==> config.mk <==
export PLATFORM = sky130hd
export DESIGN_NAME = pow2_decomposer
export DESIGN_NICKNAME = d
export VERILOG_FILES = /design/src/rtl/pow2_decomposer.sv
export SDC_FILE = /design/constraint.sdc
export NUM_CORES = 1
export LEC_CHECK = 0
export CORE_MARGIN = 5
export CORE_UTILIZATION = 30
export CTS_BUF_LIST = sky130_fd_sc_hd__clkbuf_16
export CTS_CLUSTER_SIZE = 40
export DETAILED_ROUTE_END_ITERATION = 8
export DONT_BUFFER_PORTS = 1
export MAX_ROUTING_LAYER = met4
export PLACE_DENSITY = 0.49
export SLEW_MARGIN = 15
export SYNTH_ARGS = -nofsm -noshare
export SYNTH_HDL_FRONTEND = slang
export SYNTH_SLANG_ARGS = --single-unit
==> constraint.sdc <==
create_clock -name clk_i -period 1.6 [get_ports clk_i]
set_clock_uncertainty 0.2 [all_clocks]
set_input_delay 0.32 -clock clk_i [delete_from_list [all_inputs] [get_ports clk_i]]
set_output_delay 0.32 -clock clk_i [all_outputs]
set_load 0.05 [all_outputs]
==> src/rtl/pow2_decomposer.sv <==
// Streams the set bits of a W-bit count as power-of-two exponents, one beat per cycle.
// Optional build macro POW2_DECOMP_LSB_FIRST_EN selects LSB-first beat order (default MSB-first).
module pow2_decomposer #(
    parameter  int unsigned W     = 5,
    localparam int unsigned EXP_W = $clog2(W),
    localparam int unsigned CNT_W = $clog2(W + 1)
) (
    input  logic             clk_i,
    input  logic             rst_ni,
    input  logic             in_valid_i,
    output logic             in_ready_o,
    input  logic [W-1:0]     num_i,
    output logic             out_valid_o,
    input  logic             out_ready_i,
    output logic [EXP_W-1:0] n_o,
    output logic [W-1:0]     m_o,
    output logic [CNT_W-1:0] idx_o,
    output logic             last_o,
    output logic             zero_o
);

    typedef enum logic {
        IDLE = 1'b0,
        BUSY = 1'b1
    } state_e;

    state_e           state_q, state_d;
    logic [W-1:0]     rem_q, rem_d;
    logic [CNT_W-1:0] idx_q, idx_d;
    logic             zflag_q, zflag_d;

    logic [EXP_W-1:0] n_c;
    logic [W-1:0]     mask_c;
    logic [W-1:0]     m_c;
    logic             last_c;
    logic             in_ready_c;
    logic             accept_c;

    // Priority encoder on the registered remainder; mask is the one-hot bit being removed.
    always_comb begin
        n_c    = '0;
        mask_c = '0;
`ifdef POW2_DECOMP_LSB_FIRST_EN
        for (int i = int'(W) - 1; i >= 0; i--) begin
            if (rem_q[i]) begin
                n_c    = EXP_W'(i);
                mask_c = W'(1) << i;
            end
        end
`else
        for (int i = 0; i < int'(W); i++) begin
            if (rem_q[i]) begin
                n_c    = EXP_W'(i);
                mask_c = W'(1) << i;
            end
        end
`endif
    end

    assign m_c    = rem_q & ~mask_c;
    assign last_c = (m_c == '0);

    // Ready also opens on the final consumed beat so values stream without a bubble.
    assign in_ready_c = (state_q == IDLE) || (last_c && out_ready_i);
    assign accept_c   = in_valid_i && in_ready_c;

    always_ff @(posedge clk_i) begin
        if (!rst_ni) begin
            state_q <= IDLE;
            rem_q   <= '0;
            idx_q   <= '0;
            zflag_q <= 1'b0;
        end else begin
            state_q <= state_d;
            rem_q   <= rem_d;
            idx_q   <= idx_d;
            zflag_q <= zflag_d;
        end
    end

    // Next-state logic; returning to IDLE clears the datapath so idle outputs match reset.
    always_comb begin
        state_d = state_q;
        rem_d   = rem_q;
        idx_d   = idx_q;
        zflag_d = zflag_q;
        unique case (state_q)
            IDLE: begin
                if (accept_c) begin
                    rem_d   = num_i;
                    idx_d   = '0;
                    zflag_d = (num_i == '0);
                    state_d = BUSY;
                end
            end
            BUSY: begin
                if (out_ready_i) begin
                    if (!last_c) begin
                        rem_d = m_c;
                        idx_d = idx_q + CNT_W'(1);
                    end else if (accept_c) begin
                        rem_d   = num_i;
                        idx_d   = '0;
                        zflag_d = (num_i == '0);
                    end else begin
                        rem_d   = '0;
                        idx_d   = '0;
                        zflag_d = 1'b0;
                        state_d = IDLE;
                    end
                end
            end
            default: state_d = IDLE;
        endcase
    end

    assign in_ready_o  = in_ready_c;
    assign out_valid_o = (state_q == BUSY);
    assign n_o         = n_c;
    assign m_o         = m_c;
    assign idx_o       = idx_q;
    assign last_o      = last_c;
    assign zero_o      = zflag_q;

endmodule

==> out/results.ini, run 1 <==
[place]
placedInstanceArea_um2=901
gp_routability_congestion=0.804
buffers_on_ports=0
dp_cells=127
place_hpwl_mm=1.57

[setup_path]
timing.critical_path.fanout_max=7
critical_path.endpoint=last_o
reg2regPathDepth=5
worst_r2r_startpoint=rem_q[3]
worst_ep_arrival_time_ps=1440
critical_path.endpoint_type=output port
crit_path_start_kind=flip-flop
r2r_setup_slack_ps=-160
worst_ep_required_time_ps=1080
worstSetupPathType=flip-flop to output port
r2r-end=zero_o
timing.critical_path.from=rem_q[1]

[routing]
routed_wl_mm=2.30
drt_drc_violations_left=0
first_iter_violations=13
ant_nets=0
detail_route.vias_per_cell=5.45
drt-pass1-iter-count=4
dr_total_vias=763
wire_per_inst_um=16.4

[finish]
register_area_um2=220
most_frequent_standard_cell_in_the_layout_excluding_fill_and_tap_cells=sky130_fd_sc_hd__buf_4
syn_to_final_growth_pct=78.8
filler_cell_count=198
layout.core_utilization_pct=56.2
mostFrequentLayoutCells=19 x sky130_fd_sc_hd__buf_4, 7 x sky130_fd_sc_hd__buf_6, 6 x sky130_fd_sc_hd__nand2_1
final_net_count=123
layout.cell_area.non_filler_um2=1240
finalNonFillerCells=140
multi_input_comb_area_um2=553
layout-drive-gt1-share_pct=60.7
diodes=0

[synth]
synth-seq-area-share_pct=28.8
top_area_cells_in_the_synthesized_netlist=sky130_fd_sc_hd__dfxtp_1 29%, sky130_fd_sc_hd__a21oi_1 3.6%, sky130_fd_sc_hd__buf_4 3.2%
synthesis.instances=85
synthesis.nets=95
synthDominantCellAreaShare_pct=28.8
syn_area_um2=696
avgSynthCellArea_um2=8.18
ys.warnings.count=0
ys_ff_latch=10
synth_largest_area_cell=sky130_fd_sc_hd__dfxtp_1
synth.lib_cells_used.distinct=39

[global_routing]
grtUsageTotal_pct=14.3
grt_max_degree=13
grt_antenna_before_repair=0
wire_length_of_the_first_global_routing_pass_mm=3.59
grt_overflow_total=0
via_count_of_the_first_global_routing_pass=744

[cts]
clock_tree.htree_level_count=1
max-clock-path-buffers=2
total_cts_buffers=3
root_buffer=sky130_fd_sc_hd__clkbuf_16
cts_sinks=10
insertion_delay_ps=240
clkTransAtPathRegs_ps=40
cts_tree=done

[power]
max-vdd-ir-drop_uv=718
power_per_cell_area_nw_per_um2=955
cellLeakagePower_nw=0.492

[hold_path]
hold_path.class=input port to flip-flop
min_delay_src=rst_ni

[sta]
timing_hold_violations_final=0
finalSetupViolations=15
layout_worst_path_cycle_share_pct=122
layout_setup_ws_ps=-359
setup_repair_after_global_routing_missed_its_margin=yes
final.min_clock_period_ps=1960
report.final.slew_viol_count=0
hold_ws_ps=3.89
fmax_mhz=511

[die]
placement_rows=17
dieWidth_um=58.2
core_um2=2210
start_util_pct=31.4
floorplan.die_area_um2=3380
die_ht_um=58.2
io-pin-count=24

[run_status]
failing_checks=setup timing
status=finished with violations

[flow_run]
max_cap_violations=0

sequential cells by signal, indices dropped and copies added (netlist names):
register	count
zero_o	1
out_valid_o	1
rem_q	5
idx_o	3
per-stage QoR:
step	setup slack (ps)	setup TNS [ps]	power, W
floorplan	-387	-2960	0.000525
global placement	-141	-620	0.000614
detailed placement	-168	-844	0.000618
CTS	-368	-1530	0.00114
global route	-404	-3140	0.00124
finish	-359	-2270	0.00119
power by group:
| part | switching (W) | total, W | internal, W | leakage [nW] |
|---|---|---|---|---|
| registers | 0.0000360 | 0.000301 | 0.000265 | 0.0854 |
| clock network | 0.000121 | 0.000449 | 0.000328 | 0.0385 |
| logic | 0.000235 | 0.000437 | 0.000202 | 0.368 |
synth_stat cells:
library cell / n
sky130_fd_sc_hd__inv_1: 6
sky130_fd_sc_hd__or3_2: 1
sky130_fd_sc_hd__maj3_2: 1
sky130_fd_sc_hd__o211ai_1: 1
sky130_fd_sc_hd__o41ai_1: 1
sky130_fd_sc_hd__a2111oi_2: 1
sky130_fd_sc_hd__a2111oi_1: 1
sky130_fd_sc_hd__a31oi_1: 1
sky130_fd_sc_hd__and2_1: 3
sky130_fd_sc_hd__nand3_1: 4
sky130_fd_sc_hd__conb_1: 1
sky130_fd_sc_hd__o22ai_1: 3
sky130_fd_sc_hd__or4_1: 1
sky130_fd_sc_hd__or3_1: 1
sky130_fd_sc_hd__nor2_1: 5
sky130_fd_sc_hd__nand4b_1: 2
sky130_fd_sc_hd__o21ai_0: 4
sky130_fd_sc_hd__clkbuf_1: 2
sky130_fd_sc_hd__nor3b_2: 1
sky130_fd_sc_hd__o32ai_1: 2
sky130_fd_sc_hd__nand2b_1: 1
sky130_fd_sc_hd__nor4_1: 1
sky130_fd_sc_hd__ha_1: 1
sky130_fd_sc_hd__o21a_1: 3
sky130_fd_sc_hd__buf_2: 2
sky130_fd_sc_hd__o31ai_4: 1
sky130_fd_sc_hd__and3_1: 1
sky130_fd_sc_hd__buf_4: 3
sky130_fd_sc_hd__a22oi_1: 1
sky130_fd_sc_hd__a21oi_1: 5
sky130_fd_sc_hd__a21boi_0: 1
sky130_fd_sc_hd__a41o_1: 1
sky130_fd_sc_hd__nand2_1: 6
sky130_fd_sc_hd__mux2_2: 1
sky130_fd_sc_hd__a211oi_1: 1
sky130_fd_sc_hd__a2111o_1: 1
sky130_fd_sc_hd__buf_6: 2
sky130_fd_sc_hd__nor3_1: 1
sky130_fd_sc_hd__dfxtp_1: 10
final cells by class:
class                           instances  share of cell area (%)
Sequential cell                        10                    17.7
Tap cell                               28                    2.82
Clock inverter                          1                   0.302
Inverter                                6                    2.41
Timing Repair Buffer                   32                    26.3
Multi-Input combinational cell         60                    44.5
Clock buffer                            3                    6.04
worst min path at each step:
stage | depth (start not counted) | to | slack (ps)
after floorplan | 1 | idx_o[2] | 280
after global placement | 1 | zero_o | 240
after detailed placement | 1 | zero_o | 240
after CTS | 1 | idx_o[1] | 1
after global routing | 1 | out_valid_o | 10
final | 1 | zero_o | 4
cells by family (layout without fill, tap and decap cells):
| group | count (synthesis) | after routing | share of synthesized area, % |
|---|---|---|---|
| multiplexers | 1 | 1 | 1.62 |
| AND/OR/NAND/NOR | 28 | 28 | 22.3 |
| other | 1 | 1 | 0.539 |
| adder cells (fa/ha/maj) | 2 | 2 | 3.42 |
| AO/OA/AOI/OAI | 28 | 28 | 31.1 |
| buffers and inverters | 15 | 42 | 12.2 |
| flip-flops | 10 | 10 | 28.8 |
metal layers:
metal  GRT usage (%)  part of all wire (%)  routed length [um]
met3            3.56                   6.9                 158
met1            17.3                    42                 962
met4            4.30                   1.2                  27
met5               -                     0                   0
met2            23.2                    50                1150
repair_timing:
action                                  4_1_cts  5_1_grt
buffers inserted                              6        3
endpoints found under the setup margin       16       18
hold buffers                                  1        0
resized for setup                            29       15
pin swaps                                     5        4
hold endpoints to repair                      2        0
critical path: stages (launching register included):
cell,delay (ps)
sky130_fd_sc_hd__dfxtp_4,370
sky130_fd_sc_hd__maj3_2,350
sky130_fd_sc_hd__o31ai_4,200
sky130_fd_sc_hd__buf_4,160
sky130_fd_sc_hd__buf_12,120
Power figures use the tool's default switching activity.
==> run 2, diff against run 1 <==
Settings changed: CORE_MARGIN 5 to 2.
==> run 2 against run 1 <==
Effect of this change:
- the run still ends with setup timing left
- cell area is 7.2% lower
- total power is 4.1% lower
- critical path type unchanged
- count of clock-buffer cells in the layout stayed put
- largest cell class unchanged
- maximum frequency is 0.78% higher
- critical endpoint unchanged
- combinational power is 9.8% lower
- sequential share of layout area is 1.2 points higher
==> out/results.ini, run 2 (synthesis gave the netlist of run 1 again) <==
[setup_path]
critical_path.endpoint_type=output port
buffers_plus_inverters_on_the_worst_setup_path=2
timing.critical_path.fanout_max=7
path_delay_family=flip-flops
r2r-end=zero_o
worst_ep_arrival_time_ps=1420
worstSetupPathType=flip-flop to output port
r2r_setup_slack_ps=-130
critical_path.slowest_cell=sky130_fd_sc_hd__dfxtp_4
worst_r2r_startpoint=rem_q[3]
worst_ep_required_time_ps=1080
crit_path_start_kind=flip-flop
path_cells=maj3_2 > o31ai_4 > buf_4 > buf_12
critPathMaxStageDelay_ps=370
reg2regPathDepth=6
worst-path-stages=4

[hold_path]
hold_path.class=input port to flip-flop
min_delay_src=rst_ni
worstHoldEndpoint=zero_o
timing.hold.worst_path_depth=1

[power]
max-vdd-ir-drop_uv=674
power_per_cell_area_nw_per_um2=988
cellLeakagePower_nw=0.467

[routing]
detail_route.vias_per_cell=5.47
drt-met1-wl_um=840
drt_drc_violations_left=0
wire_per_inst_um=15.8
routed.top_layer=met4
wl_met3_um=172
first_iter_violations=13
length_of_routed_met2_wiring_mm=1.12
routed_wl_mm=2.16
dr_total_vias=750
ant_nets=0
drt-pass1-iter-count=4

[sta]
layout_setup_ws_ps=-343
setup_repair_after_global_routing_missed_its_margin=yes
setup-tns-final_ps=-1590
fmax_mhz=515
finalSetupViolations=14
layout_worst_path_cycle_share_pct=121
timing_hold_violations_final=0
final.min_clock_period_ps=1940
hold_ws_ps=7.02
report.final.slew_viol_count=0

[die]
floorplan.die_area_um2=2720
die_ht_um=52.2
placement_rows=17
io-pin-count=24
core_um2=2210
dieWidth_um=52.2
start_util_pct=31.4

[place]
gp_routability_congestion=0.808
buffers_on_ports=0
dp_cells=129
dp_slack_ps=-159
place_hpwl_mm=1.49

[cts]
clkTransAtPathRegs_ps=40
cts_tree=done
insertion_delay_ps=240
total_cts_buffers=3
root_buffer=sky130_fd_sc_hd__clkbuf_16
cts_sinks=10
clock_tree.htree_level_count=1
max-clock-path-buffers=2

[finish]
diodes=0
mostFrequentLayoutCells=22 x sky130_fd_sc_hd__buf_4, 6 x sky130_fd_sc_hd__nand2_1
final_net_count=120
largest_register_ffs=5
largest-register=rem_q
most_frequent_standard_cell_in_the_layout_excluding_fill_and_tap_cells=sky130_fd_sc_hd__buf_4
syn_to_final_growth_pct=65.8
layout-drive-gt1-share_pct=57.8
finalNonFillerCells=137
layout.core_utilization_pct=52.1

[global_routing]
grt_antenna_before_repair=0
grtUsageTotal_pct=19.4
grt_overflow_total=0
grt_max_degree=13
wire_length_of_the_first_global_routing_pass_mm=3.69
via_count_of_the_first_global_routing_pass=740

[flow_run]
max_cap_violations=0

[run_status]
status=finished with violations
failing_checks=setup timing

==> run 2: cell type report <==
cell class,instances,area (um2)
timing repair buffer,29,278
clock buffer,3,75.1
sequential,10,218
clock inverter,1,3.75
fill,216,1060
tap,28,35.0
inverter,6,27.5
multi-input combinational,60,517
==> run 2: stage by stage <==
| stage | cell area (um2) | power (W) |
|---|---|---|
| 6_report | 1150 | 0.00114 |
| 5_1_grt | 1150 | 0.00119 |
| 4_1_cts | 1160 | 0.00115 |
| 3_5_place_dp | 928 | 0.000627 |
| 3_3_place_gp | 928 | 0.000624 |
| 2_1_floorplan | 719 | 0.000525 |
==> run 2: repair_timing <==
action / 4_1_cts / 5_1_grt
setup endpoints to repair: 16 / 17
endpoints found under the hold margin: 2 / 0
pin swaps: 9 / 1
buffers inserted: 5 / 0
hold buffers: 1 / 0
resized for setup: 30 / 1
==> run 2: where the power goes <==
group | internal [W] | leakage (nW) | total (W) | switching (W)
logic | 0.000171 | 0.340 | 0.000394 | 0.000222
clock network | 0.000328 | 0.0423 | 0.000448 | 0.000120
registers | 0.000266 | 0.0851 | 0.000298 | 0.0000324
==> run 2: worst max-delay path by stage <==
stage                      end     start
finish                  last_o  rem_q[3]
global route            last_o  rem_q[3]
CTS                     last_o  rem_q[2]
detailed placement  in_ready_o  rem_q[2]
global placement    in_ready_o  rem_q[2]
floorplan               zero_o  rem_q[1]
==> run 2: metal layers <==
layer	vias to the layer above	global-route usage (%)
met1	362	20.4
met4	0	6.41
met3	4	7.47
met2	22	33.3
met5	-	-
li1	362	-
==> run 2: worst register-to-register path: stages (launching register included) <==
cell,delay (ps)
sky130_fd_sc_hd__dfxtp_4,370
sky130_fd_sc_hd__buf_4,140
sky130_fd_sc_hd__o41ai_2,250
sky130_fd_sc_hd__o32ai_2,160
sky130_fd_sc_hd__buf_4,160
sky130_fd_sc_hd__nor4_1,250
sky130_fd_sc_hd__o21a_1,150
==> run 3, diff against run 2 <==
Settings changed: RECOVER_POWER set to 25, SLEW_MARGIN 15 to not set.
==> run 3 against run 2 <==
Effect of this change:
- the flow still finishes with violations (setup timing)
- die area stayed put
- maximum frequency unchanged
- global-route usage unchanged
- clock power about the same
- non-clock buffer count is the same
- cell area down 0.22%
- hold slack barely moved
- via count did not move
- setup slack did not move
- sequential cell count unchanged
==> out/results.ini, run 3 (synthesis gave the netlist of run 1 again) <==
[run_status]
status=finished with violations
failing_checks=setup timing

[global_routing]
grt_antenna_before_repair=0
grtUsageTotal_pct=19.4
grt_max_degree=13
wire_length_of_the_first_global_routing_pass_mm=3.69
grt_overflow_total=0
via_count_of_the_first_global_routing_pass=740

[die]
io-pin-count=24
start_util_pct=31.4
floorplan.die_area_um2=2720
die_ht_um=52.2
placement_rows=17
dieWidth_um=52.2
core_um2=2210

[cts]
total_cts_buffers=3
cts_tree=done
clock_tree.htree_level_count=1
clkTransAtPathRegs_ps=40
max-clock-path-buffers=2
root_buffer=sky130_fd_sc_hd__clkbuf_16
insertion_delay_ps=240
cts_sinks=10

[sta]
timing_hold_violations_final=0
final.min_clock_period_ps=1940
report.final.slew_viol_count=0
layout_setup_ws_ps=-343
finalSetupViolations=14
hold_ws_ps=7.46
setup_repair_after_global_routing_missed_its_margin=yes
layout_worst_path_cycle_share_pct=121
fmax_mhz=515

[routing]
wire_per_inst_um=15.7
ant_nets=0
detail_route.vias_per_cell=5.47
dr_total_vias=750
routed_wl_mm=2.16
drt_drc_violations_left=0
drt-pass1-iter-count=4
first_iter_violations=13

[power]
totalPowerFinal_w=0.00114
max-vdd-ir-drop_uv=674
power_per_cell_area_nw_per_um2=990
cellLeakagePower_nw=0.466

[place]
buffers_on_ports=0
placedInstanceArea_um2=928
gp_routability_congestion=0.808
place_hpwl_mm=1.49

[finish]
layout.cell_area.non_filler_um2=1150
layout.core_utilization_pct=52.0
mostFrequentLayoutCells=21 x sky130_fd_sc_hd__buf_4, 6 x sky130_fd_sc_hd__nand2_1
final_net_count=120
diodes=0
filler_cell_count=217
register_area_um2=218
multi_input_comb_area_um2=517
syn_to_final_growth_pct=65.5
largest_register_ffs=5
largest-register=rem_q
most_frequent_standard_cell_in_the_layout_excluding_fill_and_tap_cells=sky130_fd_sc_hd__buf_4
layout-drive-gt1-share_pct=57.8

[setup_path]
worst_ep_required_time_ps=1080
r2r-end=zero_o
critical_path.slowest_cell=sky130_fd_sc_hd__dfxtp_4
path_delay_family=flip-flops
buffers_plus_inverters_on_the_worst_setup_path=2
path_cells=maj3_2 > o31ai_4 > buf_4 > buf_12
critical_path.endpoint_type=output port
crit_path_start_kind=flip-flop
worst_r2r_startpoint=rem_q[3]
reg2regPathDepth=6
critPathMaxStageDelay_ps=370
worstSetupPathType=flip-flop to output port
r2r_setup_slack_ps=-130
timing.critical_path.fanout_max=7
worst_ep_arrival_time_ps=1420

[hold_path]
timing.hold.worst_path_depth=1
min_delay_src=rst_ni
hold_path.class=input port to flip-flop
worstHoldEndpoint=zero_o

[flow_run]
max_cap_violations=0

==> run 3: changes by cell type in the layout (fill, tap and decap cells not counted), sizes merged <==
cell    before  now
buf         28   27
clkbuf       3    4
==> run 3: area by class of cell <==
cell class,count,area share [%]
repair buffers,29,23.9
inverters,6,2.39
clock inverters,1,0.326
multi-input cells,60,44.9
well taps,28,3.04
clock buffers,3,6.52
flip-flops and latches,10,18.9
==> run 3: power breakdown <==
part	switching, W	total (W)	internal (W)
clock network	0.000120	0.000448	0.000328
registers	0.0000324	0.000298	0.000266
logic	0.000222	0.000394	0.000171
==> run 3: stage by stage <==
step	cells	worst slack [ps]	TNS, ps
floorplan	85	-387	-2960
detailed placement	129	-159	-806
CTS	138	-347	-1810
global route	137	-397	-2530
global placement	129	-130	-535
finish	137	-343	-1590
==> run 3: per-layer routing <==
layer / GRT usage [%] / routed length, um / vias to the layer above
met5: - / 0 / -
met4: 6.41 / 31 / 0
met3: 7.47 / 177 / 4
met2: 33.3 / 1120 / 22
met1: 20.4 / 833 / 362
li1: - / - / 362
==> run 3: worst max path at each step <==
stage	slack [ps]	start	depth (start not counted)	endpoint
2_1_floorplan	-390	rem_q[1]	5	zero_o
3_3_place_gp	-130	rem_q[2]	3	in_ready_o
3_5_place_dp	-160	rem_q[2]	3	in_ready_o
4_1_cts	-350	rem_q[2]	4	last_o
5_1_grt	-400	rem_q[3]	4	last_o
6_report	-340	rem_q[3]	4	last_o
==> run 3: worst reg2reg max path: stages, from the launching register on <==
cell	delay (ps)
sky130_fd_sc_hd__dfxtp_4	370
sky130_fd_sc_hd__buf_4	140
sky130_fd_sc_hd__o41ai_2	250
sky130_fd_sc_hd__o32ai_2	160
sky130_fd_sc_hd__buf_4	160
sky130_fd_sc_hd__nor4_1	250
sky130_fd_sc_hd__o21a_1	150
==> run 3: repair_timing <==
| item | 4_1_cts | 5_1_grt |
|---|---|---|
| endpoints found under the setup margin | 16 | 17 |
| hold buffers | 1 | 0 |
| pin swaps | 9 | 1 |
| gates resized for setup | 30 | 1 |
| setup buffers | 5 | 0 |
| hold endpoints to repair | 2 | 0 |
